===== src/rtl/bp_io_cmd_throttle.sv =====
`default_nettype none
// ============================================================================
// Module   : bp_io_cmd_throttle
// Purpose  : Registered buffer and credit limiter between the I/O CCE and the
//            I/O network. Uncached I/O commands are held in a small circular
//            FIFO and released only while fewer than max_outstanding_p
//            commands are awaiting a response. Returning responses are
//            registered through a one-entry buffer before reaching the CCE.
//            A response arriving with nothing outstanding sets a sticky error.
// Revision : 1.0 - initial release
// ----------------------------------------------------------------------------
// Ports
//   clk_i           in   clock, all state on the rising edge
//   reset_n_i       in   asynchronous active-low reset
//   io_cmd_i        in   command from CCE
//   io_cmd_v_i      in   command valid
//   io_cmd_ready_o  out  command FIFO has space
//   io_cmd_o        out  command to network (FIFO head)
//   io_cmd_v_o      out  head valid and a credit is available
//   io_cmd_ready_i  in   network accepts the command
//   io_resp_i       in   response from network
//   io_resp_v_i     in   response valid
//   io_resp_yumi_o  out  response consumed this cycle
//   io_resp_o       out  registered response to CCE
//   io_resp_v_o     out  response buffer full
//   io_resp_yumi_i  in   CCE consumes the buffered response
//   outstanding_o   out  commands issued minus responses accepted
//   idle_o          out  nothing buffered and nothing outstanding
//   err_o           out  sticky: response accepted with nothing outstanding
// ============================================================================
module bp_io_cmd_throttle #(
  // Message width normally derived from the processor configuration.
  parameter  int cce_mem_msg_width_lp = 128,
  parameter  int cmd_els_p            = 2,
  parameter  int max_outstanding_p    = 4,
  localparam int cnt_width_lp         = $clog2(max_outstanding_p + 1)
) (
  input  logic                            clk_i,
  input  logic                            reset_n_i,

  input  logic [cce_mem_msg_width_lp-1:0] io_cmd_i,
  input  logic                            io_cmd_v_i,
  output logic                            io_cmd_ready_o,

  output logic [cce_mem_msg_width_lp-1:0] io_cmd_o,
  output logic                            io_cmd_v_o,
  input  logic                            io_cmd_ready_i,

  input  logic [cce_mem_msg_width_lp-1:0] io_resp_i,
  input  logic                            io_resp_v_i,
  output logic                            io_resp_yumi_o,

  output logic [cce_mem_msg_width_lp-1:0] io_resp_o,
  output logic                            io_resp_v_o,
  input  logic                            io_resp_yumi_i,

  output logic [cnt_width_lp-1:0]         outstanding_o,
  output logic                            idle_o,
  output logic                            err_o
);

  localparam int c_PTR_W  = (cmd_els_p > 1) ? $clog2(cmd_els_p) : 1;
  localparam int c_FCNT_W = $clog2(cmd_els_p + 1);

  localparam logic [c_PTR_W-1:0]      c_LAST_PTR = c_PTR_W'(cmd_els_p - 1);
  localparam logic [c_FCNT_W-1:0]     c_CMD_ELS  = c_FCNT_W'(cmd_els_p);
  localparam logic [cnt_width_lp-1:0] c_MAX_OUT  = cnt_width_lp'(max_outstanding_p);

  // --------------------------------------------------------------------------
  // State
  // --------------------------------------------------------------------------
  logic [cce_mem_msg_width_lp-1:0] r_cmd_mem [cmd_els_p];
  logic [c_PTR_W-1:0]              r_wr_ptr;
  logic [c_PTR_W-1:0]              r_rd_ptr;
  logic [c_FCNT_W-1:0]             r_cmd_cnt;

  logic [cnt_width_lp-1:0]         r_out_cnt;
  logic                            r_err;

  logic [cce_mem_msg_width_lp-1:0] r_resp_data;
  logic                            r_resp_v;

  // --------------------------------------------------------------------------
  // Handshakes
  // --------------------------------------------------------------------------
  logic                    w_cmd_enq;
  logic                    w_cmd_deq;
  logic                    w_resp_acc;
  logic                    w_resp_drain;
  logic [cnt_width_lp-1:0] w_out_nxt;
  logic [c_FCNT_W-1:0]     w_cmd_cnt_nxt;

  // Both command-side outputs depend only on registered state, so there is
  // no combinational path from io_cmd_v_i or io_cmd_ready_i to them, and a
  // credit returned by a response only becomes visible on the next cycle.
  assign io_cmd_ready_o = (r_cmd_cnt < c_CMD_ELS);
  assign io_cmd_v_o     = (r_cmd_cnt != '0) && (r_out_cnt < c_MAX_OUT);
  assign io_cmd_o       = r_cmd_mem[r_rd_ptr];

  // The buffer can take a new response when empty or when it is being
  // drained in the same cycle, which gives full throughput.
  assign io_resp_yumi_o = io_resp_v_i & (~r_resp_v | io_resp_yumi_i);
  assign io_resp_o      = r_resp_data;
  assign io_resp_v_o    = r_resp_v;

  assign outstanding_o  = r_out_cnt;
  assign err_o          = r_err;
  assign idle_o         = (r_cmd_cnt == '0) && !r_resp_v && (r_out_cnt == '0);

  assign w_cmd_enq      = io_cmd_v_i & io_cmd_ready_o;
  assign w_cmd_deq      = io_cmd_v_o & io_cmd_ready_i;
  assign w_resp_acc     = io_resp_yumi_o;
  assign w_resp_drain   = io_resp_yumi_i & r_resp_v;

  always_comb begin
    w_cmd_cnt_nxt = r_cmd_cnt;
    if (w_cmd_enq && !w_cmd_deq) begin
      w_cmd_cnt_nxt = r_cmd_cnt + c_FCNT_W'(1);
    end else if (w_cmd_deq && !w_cmd_enq) begin
      w_cmd_cnt_nxt = r_cmd_cnt - c_FCNT_W'(1);
    end
  end

  // Issue is gated by the credit check, so the increment cannot overshoot.
  // A response with nothing outstanding leaves the counter at zero.
  always_comb begin
    w_out_nxt = r_out_cnt;
    if (w_cmd_deq && !w_resp_acc) begin
      w_out_nxt = r_out_cnt + cnt_width_lp'(1);
    end else if (w_resp_acc && !w_cmd_deq && (r_out_cnt != '0)) begin
      w_out_nxt = r_out_cnt - cnt_width_lp'(1);
    end
  end

  // --------------------------------------------------------------------------
  // Control registers
  // --------------------------------------------------------------------------
  always_ff @(posedge clk_i or negedge reset_n_i) begin
    if (!reset_n_i) begin
      r_wr_ptr  <= '0;
      r_rd_ptr  <= '0;
      r_cmd_cnt <= '0;
      r_out_cnt <= '0;
      r_err     <= 1'b0;
      r_resp_v  <= 1'b0;
    end else begin
      if (w_cmd_enq) begin
        r_wr_ptr <= (r_wr_ptr == c_LAST_PTR) ? '0 : r_wr_ptr + c_PTR_W'(1);
      end
      if (w_cmd_deq) begin
        r_rd_ptr <= (r_rd_ptr == c_LAST_PTR) ? '0 : r_rd_ptr + c_PTR_W'(1);
      end
      r_cmd_cnt <= w_cmd_cnt_nxt;
      r_out_cnt <= w_out_nxt;

      if (w_resp_acc && (r_out_cnt == '0)) begin
        r_err <= 1'b1;
      end

      if (w_resp_acc) begin
        r_resp_v <= 1'b1;
      end else if (w_resp_drain) begin
        r_resp_v <= 1'b0;
      end
    end
  end

  // --------------------------------------------------------------------------
  // Data registers: qualified by the valid state above, so no reset needed.
  // --------------------------------------------------------------------------
  always_ff @(posedge clk_i) begin
    if (w_cmd_enq) begin
      r_cmd_mem[r_wr_ptr] <= io_cmd_i;
    end
    if (w_resp_acc) begin
      r_resp_data <= io_resp_i;
    end
  end

endmodule
`default_nettype wire

===== config.mk =====
export PLATFORM = sky130hd
export DESIGN_NAME = bp_io_cmd_throttle
export DESIGN_NICKNAME = d
export VERILOG_FILES = /design/src/rtl/bp_io_cmd_throttle.sv
export SDC_FILE = /design/constraint.sdc
export NUM_CORES = 1
export LEC_CHECK = 0
export CORE_AREA = 2 2 207 209
export CTS_BUF_LIST = sky130_fd_sc_hd__clkbuf_2
export DETAILED_ROUTE_END_ITERATION = 10
export DIE_AREA = 0 0 209 211
export PLACE_DENSITY = 0.64
export SLEW_MARGIN = 5
export SYNTH_ARGS = -nofsm -noshare
export SYNTH_HDL_FRONTEND = slang
export SYNTH_SLANG_ARGS = --single-unit

===== constraint.sdc =====
create_clock -name clk_i -period 18.34 [get_ports clk_i]
set_input_delay 1.834 -clock clk_i [delete_from_list [all_inputs] [get_ports clk_i]]
set_output_delay 1.834 -clock clk_i [all_outputs]
set_load 0.1 [all_outputs]

==> results.md <==
* Final #Nets at approximately 1500
* DRC viols at 0
* Setup slack after layout at about 12000 ps
* Post-CTS sizing at 0
* Filler Cells Inserted at 3582
* Die area at 44100 um^2
* CP Class: reg -> out
* Met1 Use GR at 0.160
* Post-route ant nets at 0
* TritonCTS clock tree: yes
* I/O pin count at roughly 530
* LEAKAGE at about 7 nW
* Initial core utilization at 0.326
* Crit path DAT at about 4500 ps
* RD Place Congestion at between 0.8 and 0.9
* Vias/cell at 4.36
* Die Span X at roughly 210 um
* Final Hold Vio Count at 0
* Fin area at just over 20000 um^2
* Cell with the most instances after synthesis: edfxtp_1
* Cells after Synth at 576
* Final HPWL DP at approximately 26 mm
* Routed via count at roughly 7900
* Core region area at roughly 42000 um^2
* Area taken by multi-input logic gates at ~1800 um^2
* FF-to-FF End: r_cmd_mem[0][57]
* Largest net degree at the start of global routing at 74
* Post-synthesis async set-or-reset flop share at 0.0229
* Post-synth EDFFs at 384
* Hold Path Sink: err_o
* Number of hold buffers added after cts at 0
* Post-synth cell types at 38
* Register bit count reported by yosys at between 300 and 400
* Setup violators final at 0
* Synth Flop Type: edfxtp_1
* Top cells by area, synth: edfxtp_1 85%, mux2_2 11%, dfrtp_1 1.7%
* Fmax at roughly 0.16 GHz
* Max cap viols at 0
* Clk Latency, worst-skew pair at about 1100 ps
* Drt first pass iters at 4
* WL final at 37.3 mm
* I/O Buffers at between 500 and 600
* Outcome: finished, final reports clean
* Clock Pin Slew Worst Setup and Hold Paths at approximately 100 ps
* Worst reg2reg setup slack at between 15000 and 20000 ps
* Period minus WS final at roughly 6400 ps
* Critical R2R Launch: r_cmd_cnt[1]
* Gr ovfl total at 0
* Worst Max-Slew Pin Slew at 1200 ps
* CTS Buffer Depth at 3
* Global-route met2 utilization at 0.296
* Clk sinks at between 300 and 400
* Final period utilization at 0.347
* DP Worst Slack at about 12000 ps
* Busiest grt layer: met2
* Worst Hold Depth at 1
* Area delta synth->final at 49.7%
* Synth Area per Inst at 23.6 um^2
* Global-route wire length before repair at about 53 mm
* Rows at 75
* Met3 usage at 0.0787
* Peak VDD IR at 0.0779 mV
* Area leader, netlist: edfxtp_1
* RSZ-0062 raised after global routing: no
* Maximum fanout along the worst path at between 60 and 70
* R2R cell count at 4
* Top cells by count, synth: 384 x edfxtp_1, 128 x mux2_2, 13 x buf_2
* Worst min path class: reg -> reg
* Syn nets at 840
* Tot Pwr at 3.39 mW
* CP Capture Type: output port
* Register area at between 10000 and 15000 um^2
* Max-slew violation count at 0
* Startpoint Class: flip-flop
* Layout cell share with drive strength beyond 1 at 0.244
* Postcts setup bufs at 0
* Synthesized area at approximately 14000 um^2
* Hold Path Origin: err_o
* Iter 0 DRT Violations at around 310
* Fin util at 0.488
* CTS H-tree lvls at 3
* Post-place instance area at ~20000 um^2
* Yosys warnings at 0
* Die Height at between 200 and 250 um
* Antenna violations before repair at 4
* Post-synth top area share at 0.847
* Clk_skew at 45.0 ps
* Setup TNS Final at 0 ps
* Required @ worst endpoint at roughly 17000 ps
* Clock Tree Root: clkbuf_2
* Routed WL per cell at approximately 21 um
* Register area share after synthesis at 0.864
* Gr usage total at 0.167
* Slew headroom at 0.199
* PD cells at approximately 170 nW/um^2
* Num CTS Buffers at just over 100
* Vias in the first global route at roughly 8400
-- logic make-up (layout without fill, tap and decap cells) --
kind of cell | Yosys count | in the layout | synth area share
flops | 393 | 393 | 0.864
mux | 129 | 129 | 0.107
simple gates | 17 | 17 | 0.00809
buf+inv | 17 | 704 | 0.00717
compound gates | 13 | 13 | 0.00855
xor+xnor | 5 | 5 | 0.00322
fa+ha+maj | 2 | 2 | 0.00239
other cells | 0 | 2 | 0
-- state kept, by name, indices dropped and copies added, names as in the netlist --
name,flops
err_o,1
io_resp_o,128
io_resp_v_o,1
outstanding_o,3
r_cmd_cnt,2
r_cmd_mem,256
r_rd_ptr,1
r_wr_ptr,1
-- report_power, final --
| part | switching, mW | internal [mW] | total, mW |
|---|---|---|---|
| Sequential | 0.0650 | 1.13 | 1.20 |
| Clock | 0.340 | 0.218 | 0.558 |
| Combinational | 1.23 | 0.408 | 1.64 |
| Total | 1.63 | 1.76 | 3.39 |
-- layer usage --
layer / routed length, um / part of all wire
met2: 19700 / 0.53
met1: 12500 / 0.34
met5: 0 / 0
met3: 3870 / 0.10
met4: 1230 / 0.033
-- layout make-up --
cell class                 count  share of cell area
antenna                        2            0.000246
clock buffer                 153              0.0376
clock inverter                16             0.00350
inverter                       3             0.00123
multi-input combinational    166              0.0866
sequential                   393               0.577
tap                          539              0.0331
timing repair buffer         532               0.261
-- stage by stage --
| stage | std cells | hold WS, ps |
|---|---|---|
| final | 1804 | 518 |
| after global routing | 1804 | 554 |
| after CTS | 1802 | 535 |
| after detailed placement | 1633 | 511 |
| after global placement | 1633 | 516 |
| after floorplan | 576 | 455 |
-- critical path: stages (launching register included) --
cell and delay (ps):
dfrtp_4 1060, buf_4 850, mux2_2 310, clkdlybuf4s50_1 1180
-- worst max-delay path by stage --
| stage | endpoint | slack, ps | from | cells after the start |
|---|---|---|---|---|
| 2_1_floorplan | r_cmd_mem[0][0] | 9970 | io_cmd_v_i | 2 |
| 3_3_place_gp | io_resp_yumi_o | 12170 | io_resp_yumi_i | 5 |
| 3_5_place_dp | io_resp_yumi_o | 12170 | io_resp_yumi_i | 5 |
| 4_1_cts | io_cmd_o[81] | 11680 | r_rd_ptr | 3 |
| 5_1_grt | io_cmd_o[47] | 11650 | r_rd_ptr | 3 |
| 6_report | io_cmd_o[81] | 11970 | r_rd_ptr | 3 |
-- placed cells by master, fill, tap and decap left out, types with 2 or more instances in the layout --
cell,Yosys,final
dfrtp_1,9,8
inv_2,0,4
xnor2_1,3,3
clkdlybuf4s50_1,0,526
clkinvlp_4,0,3
clkbuf_2,0,153
nand2_1,3,3
buf_4,1,6
xor2_1,2,2
clkinv_1,0,9
mux2_2,128,128
diode_2,0,2
a21oi_1,2,2
edfxtp_1,384,384
inv_1,2,2
No activity file was read; power rests on OpenSTA's default activity.
